**src/rtl/neuron_mac_engine_if.sv**
```systemverilog
// Beat-in / result-out handshake bundle for neuron_mac_engine.
// master = beat producer and result consumer, slave = the engine.
interface neuron_mac_engine_if #(
  parameter int N_LANES = 4,
  parameter int W_W     = 4,
  parameter int IN_W    = 4,
  parameter int BIAS_W  = 8,
  parameter int OUT_W   = 4
);
  logic                    in_valid;
  logic                    in_ready;
  logic                    first;
  logic                    last;
  logic [N_LANES*W_W-1:0]  weights;
  logic [N_LANES*IN_W-1:0] inputs;
  logic [BIAS_W-1:0]       bias;
  logic                    out_valid;
  logic                    out_ready;
  logic [OUT_W-1:0]        out_data;
  logic                    out_sat;

  modport master (
    output in_valid, first, last, weights, inputs, bias, out_ready,
    input  in_ready, out_valid, out_data, out_sat
  );

  modport slave (
    input  in_valid, first, last, weights, inputs, bias, out_ready,
    output in_ready, out_valid, out_data, out_sat
  );
endinterface

```
**src/rtl/neuron_mac_engine.sv**
```systemverilog
// Neuron engine: lane MAC, saturating group accumulator, bias, activation, valid/ready result.
// Define NEURON_SIGMOID_EN for the hard-sigmoid activation; otherwise saturating ReLU.
module neuron_mac_engine #(
  parameter int N_LANES = 4,
  parameter int W_W     = 4,
  parameter int IN_W    = 4,
  parameter int BIAS_W  = 8,
  parameter int ACC_W   = 16,
  parameter int OUT_W   = 4,
  parameter int FRAC    = 2
) (
  input logic               clk,
  input logic               n_rst,
  neuron_mac_engine_if.slave bus
);
  localparam int PROD_W = W_W + IN_W + 1;
  localparam int SUM_W  = PROD_W + $clog2(N_LANES);
  // Extended width holds acc+sum, acc+bias and the activation offset without wrapping.
  localparam int EXT_W  = ((ACC_W > BIAS_W) ? ACC_W : BIAS_W) + 2;

  localparam logic signed [EXT_W-1:0] ACC_MAX = EXT_W'((2 ** (ACC_W - 1)) - 1);
  localparam logic signed [EXT_W-1:0] ACC_MIN = EXT_W'(-(2 ** (ACC_W - 1)));
  localparam logic signed [EXT_W-1:0] OUT_MAX = EXT_W'((2 ** OUT_W) - 1);
`ifdef NEURON_SIGMOID_EN
  localparam logic signed [EXT_W-1:0] ACT_OFFSET = EXT_W'(2 ** (OUT_W - 1));
`else
  localparam logic signed [EXT_W-1:0] ACT_OFFSET = '0;
`endif

  typedef enum logic [1:0] {S_ACC, S_DRAIN, S_OUT} state_t;

  state_t                    r_state;
  logic                      r_in_ready;
  logic                      r_out_valid;
  logic [OUT_W-1:0]          r_out_data;
  logic                      r_out_sat;
  logic                      r_res_done;

  logic                      r_s1_valid;
  logic                      r_s1_first;
  logic                      r_s1_last;
  logic signed [SUM_W-1:0]   r_sum;
  logic signed [BIAS_W-1:0]  r_bias;

  logic signed [ACC_W-1:0]   r_acc;
  logic                      r_sat;

  logic signed [PROD_W-1:0]  w_prod [N_LANES];
  logic signed [SUM_W-1:0]   w_sum;
  logic                      w_accept;
  logic                      w_handshake;
  logic signed [EXT_W-1:0]   w_acc_ext;
  logic signed [ACC_W-1:0]   w_acc_new;
  logic                      w_acc_clamp;
  logic signed [EXT_W-1:0]   w_pre_ext;
  logic signed [ACC_W-1:0]   w_pre;
  logic                      w_bias_clamp;
  logic signed [ACC_W-1:0]   w_shift;
  logic signed [EXT_W-1:0]   w_act_ext;
  logic [OUT_W-1:0]          w_act;
  logic                      w_sat_new;

  function automatic logic signed [ACC_W-1:0] f_sat(input logic signed [EXT_W-1:0] v);
    if (v > ACC_MAX)      return ACC_MAX[ACC_W-1:0];
    else if (v < ACC_MIN) return ACC_MIN[ACC_W-1:0];
    else                  return v[ACC_W-1:0];
  endfunction

  function automatic logic f_ovf(input logic signed [EXT_W-1:0] v);
    return (v > ACC_MAX) || (v < ACC_MIN);
  endfunction

  // Inputs are unsigned activations: a zero MSB makes the signed product correct.
  for (genvar gi = 0; gi < N_LANES; gi++) begin : g_lane
    assign w_prod[gi] = PROD_W'($signed(bus.weights[gi*W_W +: W_W]))
                      * PROD_W'($signed({1'b0, bus.inputs[gi*IN_W +: IN_W]}));
  end

  always_comb begin
    w_sum = '0;
    for (int i = 0; i < N_LANES; i++) begin
      w_sum = w_sum + SUM_W'(w_prod[i]);
    end
  end

  assign w_accept    = bus.in_valid && r_in_ready;
  assign w_handshake = r_out_valid && bus.out_ready;

  // A first beat restarts from the sum alone; SUM_W <= ACC_W so it cannot clamp.
  assign w_acc_ext    = EXT_W'(r_acc) + EXT_W'(r_sum);
  assign w_acc_new    = r_s1_first ? ACC_W'(r_sum) : f_sat(w_acc_ext);
  assign w_acc_clamp  = !r_s1_first && f_ovf(w_acc_ext);
  assign w_pre_ext    = EXT_W'(w_acc_new) + EXT_W'(r_bias);
  assign w_pre        = f_sat(w_pre_ext);
  assign w_bias_clamp = f_ovf(w_pre_ext);
  assign w_shift      = w_pre >>> FRAC;
  assign w_act_ext    = EXT_W'(w_shift) + ACT_OFFSET;
  assign w_act        = w_act_ext[EXT_W-1]     ? '0 :
                        (w_act_ext > OUT_MAX)  ? OUT_MAX[OUT_W-1:0] :
                                                 w_act_ext[OUT_W-1:0];
  assign w_sat_new    = (r_s1_first ? 1'b0 : r_sat) | w_acc_clamp | (r_s1_last & w_bias_clamp);

  assign bus.in_ready  = r_in_ready;
  assign bus.out_valid = r_out_valid;
  assign bus.out_data  = r_out_data;
  assign bus.out_sat   = r_out_sat;

  always_ff @(posedge clk or negedge n_rst) begin
    if (!n_rst) begin
      r_s1_valid <= 1'b0;
      r_s1_first <= 1'b0;
      r_s1_last  <= 1'b0;
      r_sum      <= '0;
      r_bias     <= '0;
      r_acc      <= '0;
      r_sat      <= 1'b0;
      r_out_data <= '0;
      r_out_sat  <= 1'b0;
      r_res_done <= 1'b0;
    end else begin
      r_s1_valid <= w_accept;
      if (w_accept) begin
        r_sum      <= w_sum;
        r_s1_first <= bus.first;
        r_s1_last  <= bus.last;
        r_bias     <= bus.bias;
      end
      r_res_done <= r_s1_valid && r_s1_last;
      if (r_s1_valid) begin
        r_acc <= w_acc_new;
        r_sat <= w_sat_new;
        if (r_s1_last) begin
          r_out_data <= w_act;
          r_out_sat  <= w_sat_new;
        end
      end
      if (w_handshake) begin
        r_acc <= '0;
        r_sat <= 1'b0;
      end
    end
  end

  // Result registers are written one cycle before OUT, so out_valid lags the last beat by two edges.
  always_ff @(posedge clk or negedge n_rst) begin
    if (!n_rst) begin
      r_state     <= S_ACC;
      r_in_ready  <= 1'b0;
      r_out_valid <= 1'b0;
    end else begin
      case (r_state)
        S_ACC: begin
          r_in_ready <= 1'b1;
          if (w_accept && bus.last) begin
            r_state    <= S_DRAIN;
            r_in_ready <= 1'b0;
          end
        end
        S_DRAIN: begin
          r_in_ready <= 1'b0;
          if (r_res_done) begin
            r_state     <= S_OUT;
            r_out_valid <= 1'b1;
          end
        end
        S_OUT: begin
          if (w_handshake) begin
            r_state     <= S_ACC;
            r_out_valid <= 1'b0;
            r_in_ready  <= 1'b1;
          end
        end
        default: begin
          r_state     <= S_ACC;
          r_in_ready  <= 1'b0;
          r_out_valid <= 1'b0;
        end
      endcase
    end
  end
endmodule
```
**src/flat_wrapper.sv**
```systemverilog
// flat-port wrapper written by rule: the top's interface ports become plain ports
module neuron_mac_engine_flat 
#(
  parameter int N_LANES = 4,
  parameter int W_W     = 4,
  parameter int IN_W    = 4,
  parameter int BIAS_W  = 8,
  parameter int ACC_W   = 16,
  parameter int OUT_W   = 4,
  parameter int FRAC    = 2
)
  (clk, n_rst, bus_in_valid, bus_first, bus_last, bus_weights, bus_inputs, bus_bias, bus_out_ready, bus_in_ready, bus_out_valid, bus_out_data, bus_out_sat);
  neuron_mac_engine_if #(.N_LANES(N_LANES), .W_W(W_W), .IN_W(IN_W), .BIAS_W(BIAS_W), .OUT_W(OUT_W)) bus_i ();
  input logic clk;
  input logic n_rst;
  input wire logic [$bits(bus_i.in_valid)-1:0] bus_in_valid;
  input wire logic [$bits(bus_i.first)-1:0] bus_first;
  input wire logic [$bits(bus_i.last)-1:0] bus_last;
  input wire logic [$bits(bus_i.weights)-1:0] bus_weights;
  input wire logic [$bits(bus_i.inputs)-1:0] bus_inputs;
  input wire logic [$bits(bus_i.bias)-1:0] bus_bias;
  input wire logic [$bits(bus_i.out_ready)-1:0] bus_out_ready;
  output wire logic [$bits(bus_i.in_ready)-1:0] bus_in_ready;
  output wire logic [$bits(bus_i.out_valid)-1:0] bus_out_valid;
  output wire logic [$bits(bus_i.out_data)-1:0] bus_out_data;
  output wire logic [$bits(bus_i.out_sat)-1:0] bus_out_sat;
  assign bus_i.in_valid = bus_in_valid;
  assign bus_i.first = bus_first;
  assign bus_i.last = bus_last;
  assign bus_i.weights = bus_weights;
  assign bus_i.inputs = bus_inputs;
  assign bus_i.bias = bus_bias;
  assign bus_i.out_ready = bus_out_ready;
  assign bus_in_ready = bus_i.in_ready;
  assign bus_out_valid = bus_i.out_valid;
  assign bus_out_data = bus_i.out_data;
  assign bus_out_sat = bus_i.out_sat;
  neuron_mac_engine #(.N_LANES(N_LANES), .W_W(W_W), .IN_W(IN_W), .BIAS_W(BIAS_W), .ACC_W(ACC_W), .OUT_W(OUT_W), .FRAC(FRAC)) u_core (.clk(clk), .n_rst(n_rst), .bus(bus_i));
endmodule
```
**config.mk**
```make
export PLATFORM = sky130hd
export DESIGN_NAME = neuron_mac_engine_flat
export DESIGN_NICKNAME = d
export VERILOG_FILES = /design/src/rtl/neuron_mac_engine_if.sv /design/src/rtl/neuron_mac_engine.sv /design/src/flat_wrapper.sv
export SDC_FILE = /design/constraint.sdc
export NUM_CORES = 1
export LEC_CHECK = 0
export ABC_AREA = 1
export CELL_PAD_IN_SITES_DETAIL_PLACEMENT = 1
export CELL_PAD_IN_SITES_GLOBAL_PLACEMENT = 2
export CORE_MARGIN = 1.5
export CORE_UTILIZATION = 35
export CTS_BUF_LIST = sky130_fd_sc_hd__clkbuf_8
export CTS_CLUSTER_DIAMETER = 40
export DETAILED_ROUTE_END_ITERATION = 7
export GPL_TIMING_DRIVEN = 0
export PLACE_DENSITY_LB_ADDON = 0.1
export SLEW_MARGIN = 20
export SYNTH_ARGS = -nofsm -noshare
export SYNTH_HDL_FRONTEND = slang
export SYNTH_SLANG_ARGS = --single-unit
```
**constraint.sdc**
```tcl
create_clock -name clk -period 4.8 [get_ports clk]
set_input_delay 0.96 -clock clk [delete_from_list [all_inputs] [get_ports clk]]
set_output_delay 0.96 -clock clk [all_outputs]
set_load 0.01 [all_outputs]
```
==> results of run 1 <==
-- stage by stage --
| stage | util (%) | instances |
|---|---|---|
| after floorplan | - | 997 |
| after global placement | 41.0 | 1314 |
| after detailed placement | 41.0 | 1314 |
| after CTS | 42.5 | 1334 |
| after global routing | 42.8 | 1336 |
| final | 42.8 | 1336 |
-- cells in the mapped netlist, drive strengths merged --
| library cell | instances | area (um2) |
|---|---|---|
| a21oi | 42 | 214 |
| inv | 190 | 713 |
| fa | 62 | 1240 |
| or2 | 18 | 113 |
| a211oi | 1 | 7.51 |
| nand4 | 7 | 43.8 |
| and2 | 2 | 12.5 |
| buf | 5 | 55.1 |
| o21bai | 4 | 30.0 |
| o21a | 1 | 7.51 |
| clkbuf | 6 | 22.5 |
| and3 | 1 | 6.26 |
| xor2 | 17 | 149 |
| o22ai | 2 | 12.5 |
| nand3 | 59 | 295 |
| nand2 | 350 | 1360 |
| nand3b | 4 | 30.0 |
| nor2 | 43 | 161 |
| mux2i | 1 | 10.0 |
| xnor2 | 10 | 87.6 |
| o21ai | 21 | 105 |
| nor4 | 1 | 6.26 |
| a21boi | 9 | 67.6 |
| a21o | 2 | 15.0 |
| nor3 | 6 | 30.0 |
| ha | 80 | 1000 |
| dfrtp | 49 | 1230 |
| o31ai | 1 | 7.51 |
| a31oi | 3 | 18.8 |
-- flip-flops by register name (all words and copies together) (netlist names), 2 cells and up --
signal	count
u_core.r_acc	16
u_core.r_sum	11
u_core.r_bias	8
u_core.bus.out_data	4
u_core.r_state	2
-- metal layers --
metal,up-vias,share of wire (%)
li1,3203,-
met1,3041,43
met4,0,1.3
met3,15,0.95
met5,-,0
met2,51,55
-- layout make-up --
cell class | count | area [um2] | share of cell area, %
Multi-Input combinational cell | 747 | 5290 | 63.1
Sequential cell | 49 | 1230 | 14.6
Inverter | 190 | 736 | 8.78
Timing Repair Buffer | 67 | 597 | 7.12
Tap cell | 265 | 332 | 3.96
Buffer | 11 | 98.8 | 1.18
Clock buffer | 5 | 68.8 | 0.821
Clock inverter | 2 | 35.0 | 0.418
-- timing repair --
action,CTS,global route
cloned,0,0
pin swaps,40,30
gates resized for setup,148,29
buffers inserted,13,3
endpoints found under the setup margin,10,15
-- worst min-delay path, delay by kind of cell (launching register included) --
kind | cells | cell delay, ns
DFF | 1 | 0.35
and+or+nand+nor | 2 | 0.11
-- final timing paths --
kind / slack (ns) / depth (start not counted) / startpoint / end
worst max-delay path: -0.65 / 19 / bus_inputs[0] / u_core.r_sum[8]$_DFFE_PN0P_
worst min-delay path: 0.49 / 2 / u_core.bus.out_data[1]$_DFFE_PN0P_ / u_core.bus.out_data[1]$_DFFE_PN0P_
worst max register to register: 0.16 / 27 / u_core.r_sum[10]$_DFFE_PN0P_ / u_core.r_sat$_DFFE_PN0P_
worst min register to register: 0.49 / 2 / u_core.bus.out_data[1]$_DFFE_PN0P_ / u_core.bus.out_data[1]$_DFFE_PN0P_
max in group asynchronous: 3.67 / 1 / n_rst / u_core.r_acc[15]$_DFFE_PN0P_
min in group asynchronous: 0.65 / 1 / n_rst / u_core.bus.out_data[1]$_DFFE_PN0P_
-- cells by family after synthesis --
logic type	after synthesis	share of synthesized area, %
and+or+nand+nor	491	29.2
buffers and inverters	201	11.2
adders and majority gates	142	31.8
AOI/OAI and AO/OA	86	6.89
DFF	49	17.4
xor gates and xnor gates	27	3.36
muxes	1	0.142
==> impl_metrics.json, run 1 <==
{
  "yosysUniqueCellTypes": 39,
  "drc": 0,
  "tns_ns": -3.56,
  "failed_checks": "negative setup slack",
  "core_area_um2": 19600,
  "timing.final.hold_violations": 0,
  "ant_nets": 0,
  "final_common_cell": "nand2_1",
  "fp-row-count": 51,
  "drt_iter0_markers": 129,
  "io_pins": 53,
  "die_area_um2": 21000,
  "stdcell_area_um2": 8380,
  "overflow": 0,
  "path_class": "input pin to flip-flop",
  "dieWidth_um": 145,
  "fin_crit_sh_pct": 114,
  "rsz0062_at_grt": "yes",
  "fmaxAchievable_ghz": 0.183,
  "start_kind": "input pin",
  "placed_area_um2": 8040,
  "grt_start_max_net_pins": 50,
  "crit_path_cell_trace": "buf_8, or2_4, fa_1, inv_1, fa_1, fa_1, inv_2, fa_1, inv_2, fa_1, fa_1, ha_4, a21oi_4, o21ai_2, a21oi_2, inv_2, a31oi_2, xor2_1, o21ai_1",
  "grt_pass1_vias": 6753,
  "dp_hpwl_mm": 17.5,
  "critPathCaptureType": "flip-flop",
  "synthCells": 997,
  "hold_buffers": 0,
  "clk_path_buf_depth": 2,
  "slew_violations": 0,
  "worst_pin_slew_ns": 0.759,
  "synth-seq-cells": 49,
  "wire_per_inst_um": 15.4,
  "avgViaCountPerCell": 4.72,
  "status": "finished with violations",
  "grt_busiest_layer": "met2",
  "ctsRootBufferMaster": "clkbuf_8",
  "clk_pin_slew_worst_paths_ns": 0.10,
  "setup_ws_ns": -0.653,
  "timing.critical_path.mode_cell": "fa_1",
  "area_growth_pct": 18.9,
  "clock-sinks": 49,
  "synth_fp_nets": 1185,
  "gr-usage-met2_pct": 41.7,
  "die_h_um": 145,
  "critical-path-top-delay-family": "adder cells",
  "met1_usage_pct": 24.3,
  "slowest_delay_ns": 0.55,
  "cts_tree": "built",
  "track_usage_pct": 20.8,
  "dr_total_vias": 6310,
  "hold_class": "flip-flop to flip-flop",
  "maxSlewHeadroom_pct": 49.2,
  "gp_congestion": 0.845,
  "cts_max_level": 2,
  "routed_wl_mm": 20.6,
  "dr.pass1.iters": 4,
  "synth.avg_cell_area_um2": 7.07,
  "crit_buf_inv": 5,
  "required_ns": 4.99,
  "whs_ns": 0.490,
  "drv_cap": 0,
  "antenna_cells": 0,
  "clock_latency_ns": 0.32,
  "num-fill-cells": 2500,
  "io_buffers": 52,
  "fin_skew_ns": 0.00948,
  "drive_gt1_share_pct": 13.5,
  "met3_usage_pct": 1.09,
  "numCtsBuffers": 5,
  "grt_pass1_wl_mm": 33.5,
  "synth_area_um2": 7050,
  "setup_viol_count_final": 8,
  "yosys_warnings": 0,
  "dp_slack_ns": -1.91,
  "path_max_fanout": 4,
  "antenna_found_initial": 0,
  "crit_arrival_ns": 5.65,
  "critPathSlowestCell": "fa_1",
  "mostFrequentLayoutCells": "nand2_1, inv_1, ha_1",
  "nets": 1259,
  "synth-seq-area-share_pct": 17.4,
  "start_util_pct": 36.0,
  "fin_crit_ns": 5.45
}
Power of run 1 is left out: the tool's default activity adds up to more than one toggle a clock period on the data nets, which glitch-free logic cannot reach.
==> run 2: changes to the inputs <==
--- a/config.mk
+++ b/config.mk
@@ -14,7 +14,7 @@
 export CTS_CLUSTER_DIAMETER = 40
 export DETAILED_ROUTE_END_ITERATION = 7
 export GPL_TIMING_DRIVEN = 0
-export PLACE_DENSITY_LB_ADDON = 0.1
+export PLACE_DENSITY_LB_ADDON = 0.2
 export SLEW_MARGIN = 20
 export SYNTH_ARGS = -nofsm -noshare
 export SYNTH_HDL_FRONTEND = slang
==> run 2 against run 1 <==
  * Clock-buffer cell count unchanged
  * Highest routed layer unchanged
  * Maximum frequency decreased by 0.37%
  * Core utilization hardly changed
  * Worst setup slack lost 0.021 ns
  * The run still ends with negative setup slack left
  * Register-to-register slack improved by 0.03 ns
  * Cell area barely moved
  * Die area is the same
==> impl_metrics.json, run 2 (synthesis results as in run 1) <==
{
  "status": "finished with violations",
  "failed_checks": "negative setup slack",
  "drc": 0,
  "routed_wl_mm": 20.0,
  "start_kind": "input pin",
  "start_util_pct": 36.0,
  "avgViaCountPerCell": 4.74,
  "clk_path_buf_depth": 2,
  "core_area_um2": 19600,
  "fp-row-count": 51,
  "cts_max_level": 2,
  "numCtsBuffers": 5,
  "cts_tree": "built",
  "clk_pin_slew_worst_paths_ns": 0.10,
  "placed_area_um2": 8040,
  "fin_skew_ns": 0.00594,
  "required_ns": 4.99,
  "crit_path_cell_trace": "buf_8, or2_4, fa_1, inv_2, fa_1, inv_2, fa_1, inv_1, fa_1, inv_2, fa_1, inv_2, fa_2, ha_4, a21o_1, a211oi_2, nor2_1, nor2_1, xor2_1, o21ai_1",
  "gp_congestion": 0.865,
  "r2r_cells": 27,
  "ctsRootBufferMaster": "clkbuf_8",
  "slew_violations": 0,
  "grt_pass1_vias": 6513,
  "grt_start_max_net_pins": 50,
  "critPathCaptureType": "flip-flop",
  "reg_top3": "u_core.r_acc x16, u_core.r_sum x11, u_core.r_bias x8",
  "clock_latency_ns": 0.31,
  "critPathSlowestCell": "fa_2",
  "final_util_pct": 42.8,
  "ant_nets": 0,
  "dr.pass1.iters": 4,
  "grt_pass1_wl_mm": 32.4,
  "drive_gt1_share_pct": 13.0,
  "path_class": "input pin to flip-flop",
  "worst_pin_slew_ns": 0.702,
  "path_max_fanout": 4,
  "worstSetupPathDepth": 20,
  "io_buffers": 52,
  "antenna_found_initial": 0,
  "largest-register": "u_core.r_acc",
  "fmaxAchievable_ghz": 0.183,
  "setup_viol_count_final": 8,
  "maxSlewHeadroom_pct": 53.0,
  "mostFrequentLayoutCells": "nand2_1, inv_1, ha_1",
  "hold_depth": 2,
  "num-fill-cells": 2534,
  "dp_slack_ns": -1.85,
  "overflow": 0,
  "track_usage_pct": 20.1,
  "timing.critical_path.mode_cell": "fa_1",
  "timing.final.hold_violations": 0,
  "slowest_delay_ns": 0.54,
  "stdcell_area_um2": 8380,
  "dieWidth_um": 145,
  "setup_ws_ns": -0.674,
  "clock-sinks": 49,
  "final_common_cell": "nand2_1",
  "drv_cap": 0,
  "largest_register_ffs": 16,
  "wire_per_inst_um": 15.0,
  "die_h_um": 145,
  "crit_buf_inv": 6,
  "rsz0062_at_grt": "yes",
  "dr_total_vias": 6318,
  "antenna_cells": 0,
  "fin_crit_sh_pct": 114,
  "dp_hpwl_mm": 17.1,
  "crit_arrival_ns": 5.66,
  "io_pins": 53,
  "fin_crit_ns": 5.47,
  "whs_ns": 0.487,
  "hold_buffers": 0,
  "area_growth_pct": 19.0,
  "drt_iter0_markers": 162,
  "nets": 1256,
  "critical-path-top-delay-family": "adder cells",
  "hold_class": "flip-flop to flip-flop",
  "die_area_um2": 21000
}
[run 2: changes by cell type in the layout (fill, tap and decap cells not counted), moves of 2 or more]
| cell | before | now |
|---|---|---|
| o21ai_1 | 8 | 6 |
| nand2_1 | 325 | 327 |
| o21ai_0 | 11 | 13 |
| clkdlybuf4s15_2 | 2 | 7 |
| fa_2 | 9 | 6 |
| buf_2 | 12 | 7 |
| fa_1 | 53 | 56 |
| nand2_2 | 22 | 20 |
[run 2: timing repair]
action,CTS,global route
gates resized for setup,145,24
hold endpoints to repair,0,0
pin swaps,44,31
endpoints found under the setup margin,10,15
setup buffers,12,1
[run 2: area by class of cell]
| type | count | area, um2 | area share [%] |
|---|---|---|---|
| Clock inverter | 2 | 35.0 | 0.418 |
| Multi-Input combinational cell | 747 | 5290 | 63.1 |
| Sequential cell | 49 | 1230 | 14.6 |
| Clock buffer | 5 | 68.8 | 0.821 |
| Timing Repair Buffer | 64 | 601 | 7.16 |
| Inverter | 190 | 736 | 8.77 |
| Buffer | 11 | 98.8 | 1.18 |
| Tap cell | 265 | 332 | 3.95 |
[run 2: final timing paths]
kind | endpoint | slack (ns) | startpoint
setup / recovery | u_core.r_sum[7]$_DFFE_PN0P_ | -0.67 | bus_inputs[1]
hold / removal | u_core.bus.out_sat$_DFFE_PN0P_ | 0.49 | u_core.bus.out_sat$_DFFE_PN0P_
setup reg to reg | u_core.r_sat$_DFFE_PN0P_ | 0.19 | u_core.r_sum[10]$_DFFE_PN0P_
hold reg to reg | u_core.bus.out_sat$_DFFE_PN0P_ | 0.49 | u_core.bus.out_sat$_DFFE_PN0P_
max in group asynchronous | u_core.r_sum[5]$_DFFE_PN0P_ | 3.67 | n_rst
min in group asynchronous | u_core.bus.out_data[1]$_DFFE_PN0P_ | 0.66 | n_rst
[run 2: through the flow]
step	setup TNS, ns	instances
finish	-3.75	1333
global route	-6.41	1333
CTS	-4.38	1333
detailed placement	-14.00	1314
global placement	-13.53	1314
floorplan	-3.39	997
[run 2: worst register-to-register path: stages (launching register included)]
cell and delay, ns:
dfrtp_1 0.62, ha_1 0.38, a21oi_1 0.26, nand2_1 0.09
a21oi_1 0.19, nand3_1 0.11, nand2_2 0.12, inv_2 0.06
nand2_4 0.11, buf_12 0.16, nand2_2 0.07, a21boi_1 0.20
ha_1 0.27, inv_1 0.07, fa_1 0.39, inv_1 0.07
nand3_1 0.06, nand2_1 0.19, nand2_1 0.10, nand2_1 0.11
nand2_1 0.08, nand3_1 0.14, nand4_1 0.20, nand2_1 0.12
nand2_1 0.09, nand2_1 0.17, nand2_1 0.07, nand2_1 0.05
[run 2: metal layers]
layer,GRT usage [%],vias to the layer above,share of wire (%)
met3,1.25,20,1.1
met2,38.1,65,53
met4,5.64,0,2.2
li1,-,3205,-
met5,0,-,0
met1,24.3,3028,43
Power of run 2 is left out for the same reason.
==> run 3: changes to the inputs <==
==> constraint.sdc (replaced) <==
create_clock -name clk -period 5.7 [get_ports clk]
set_input_delay 1.14 -clock clk [delete_from_list [all_inputs] [get_ports clk]]
set_output_delay 1.14 -clock clk [all_outputs]
set_load 0.01 [all_outputs]
==> run 3 against run 2 <==
  * The run now ends clean
  * Flip-flop and latch count is the same
  * Worst setup slack better by 0.79 ns
  * Global-route usage is 0.22 points higher
  * Hold slack lost 0.0016 ns
  * Cell area shrank 2.3%
  * Critical path depth is 3 lower
  * Critical path type unchanged
  * Register-to-register slack better by 0.89 ns
  * Non-clock buffer count is 6 lower
  * Die area unchanged
==> impl_metrics.json, run 3 (synthesis results as in run 1) <==
{
  "wire_per_inst_um": 15.0,
  "worstHoldStart": "u_core.bus.out_data[3]$_DFFE_PN0P_",
  "crit_arrival_ns": 5.78,
  "drt_iter0_markers": 154,
  "fmaxAchievable_ghz": 0.179,
  "gr-usage-met2_pct": 40.2,
  "r2r-start": "u_core.r_sum[10]$_DFFE_PN0P_",
  "finalNonFillerCells": 1328,
  "status": "completed",
  "hold_depth": 2,
  "numCtsBuffers": 5,
  "largest_register_ffs": 16,
  "die_h_um": 145,
  "drv_cap": 0,
  "clk_pin_slew_worst_paths_ns": 0.10,
  "start_kind": "input pin",
  "drive_gt1_share_pct": 10.9,
  "worst_pin_slew_ns": 0.800,
  "core_area_um2": 19600,
  "clock-sinks": 49,
  "dieWidth_um": 145,
  "area_growth_pct": 16.2,
  "clock_latency_ns": 0.33,
  "met3_usage_pct": 1.58,
  "final_util_pct": 41.8,
  "worstReg2RegEnd": "u_core.r_sat$_DFFE_PN0P_",
  "critPathCaptureType": "flip-flop",
  "met1_usage_pct": 23.6,
  "hold_path_end": "u_core.bus.out_data[3]$_DFFE_PN0P_",
  "fp-row-count": 51,
  "fin_skew_ns": 0.0120,
  "setup_viol_count_final": 0,
  "grt_start_max_net_pins": 50,
  "hold_class": "flip-flop to flip-flop",
  "routed_wl_mm": 20.0,
  "final_common_cell": "nand2_1",
  "start_util_pct": 36.0,
  "io_buffers": 52,
  "required_ns": 5.90,
  "track_usage_pct": 20.3,
  "critPathSlowestCell": "fa_2",
  "antenna_cells": 0,
  "mostFrequentLayoutCells": "nand2_1, inv_1, ha_1",
  "cts_max_level": 2,
  "dr.pass1.iters": 4,
  "nets": 1250,
  "dr_total_vias": 6285,
  "avgViaCountPerCell": 4.73,
  "dp_hpwl_mm": 17.4,
  "rsz0062_at_grt": "yes",
  "die_area_um2": 21000,
  "grt_pass1_vias": 6768,
  "fin_crit_sh_pct": 97.9,
  "io_pins": 53,
  "timing.critical_path.mode_cell": "fa_2",
  "path_max_fanout": 4,
  "clk_path_buf_depth": 2,
  "crit_path_cell_trace": "clkdlybuf4s15_2, or2_4, fa_2, fa_2, fa_1, fa_2, inv_2, fa_2, fa_1, ha_4, a21oi_4, o21ai_2, a21oi_2, inv_2, a31oi_2, xor2_1, o21ai_1",
  "slew_violations": 0,
  "timing.final.hold_violations": 0,
  "drc": 0,
  "antenna_found_initial": 0,
  "grt_pass1_wl_mm": 32.8,
  "post-place-cells": 1314,
  "gp_congestion": 0.759,
  "ctsRootBufferMaster": "clkbuf_8",
  "fin_crit_ns": 5.58,
  "reg_top3": "u_core.r_acc x16, u_core.r_sum x11, u_core.r_bias x8",
  "ant_nets": 0,
  "path_class": "input pin to flip-flop",
  "largest-register": "u_core.r_acc",
  "overflow": 0,
  "grt_busiest_layer": "met2",
  "slowest_delay_ns": 0.55,
  "r2r_cells": 27,
  "tns_ns": 0,
  "maxSlewHeadroom_pct": 46.5,
  "num-fill-cells": 2571,
  "cts_tree": "built",
  "reg2reg_slack_ns": 1.08
}
-- run 3: critical path, delay by kind of cell --
kind / cells / cell delay [ns]
buf+inv: 3 / 0.33
simple gates: 1 / 0.26
fa+ha+maj: 7 / 3.30
compound gates: 5 / 0.60
xor+xnor: 1 / 0.17
-- run 3: how the worst max path moves through the flow --
stage / start / end / slack [ns] / cells past startpoint
after detailed placement: bus_weights[11] / u_core.r_sum[7]$_DFFE_PN0P_ / -1.30 / 21
after CTS: bus_weights[3] / u_core.r_sum[7]$_DFFE_PN0P_ / -0.007 / 21
after global routing: bus_weights[2] / u_core.r_sum[6]$_DFFE_PN0P_ / -0.04 / 22
final: bus_inputs[8] / u_core.r_sum[8]$_DFFE_PN0P_ / 0.12 / 17
after floorplan: bus_weights[3] / u_core.r_sum[8]$_DFFE_PN0P_ / 0.008 / 19
after global placement: bus_weights[11] / u_core.r_sum[7]$_DFFE_PN0P_ / -1.27 / 21
-- run 3: stage by stage --
stage | cell area [um2] | setup WS (ns) | hold WS [ns]
after floorplan | 7120 | 0.00802 | 0.449
after global placement | 7980 | -1.27 | 0.463
after detailed placement | 7970 | -1.30 | 0.465
after CTS | 8130 | -0.00727 | 0.493
after global routing | 8190 | -0.0363 | 0.520
final | 8190 | 0.120 | 0.485
-- run 3: area by class of cell --
class | count | area (um2) | share of cell area [%]
repair buffers | 59 | 538 | 6.57
clock inverters | 3 | 43.8 | 0.535
flip-flops and latches | 49 | 1230 | 15.0
well taps | 265 | 332 | 4.05
multi-input cells | 747 | 5190 | 63.3
plain buffers | 10 | 73.8 | 0.901
inverters | 190 | 721 | 8.80
clock buffers | 5 | 68.8 | 0.840
-- run 3: what timing repair did --
action	4_1_cts	5_1_grt
pin swaps	27	24
gates resized for setup	99	54
hold buffers	0	0
setup endpoints to repair	8	6
endpoints found under the hold margin	0	0
buffers inserted	5	2
-- run 3: metal layers --
layer	part of all wire, %	vias up	wire (um)
met3	1.1	10	212
met5	0	-	0
met2	54	46	10900
li1	-	3191	-
met4	1.0	0	204
met1	43	3038	8680
Power of run 3 is left out for the same reason.
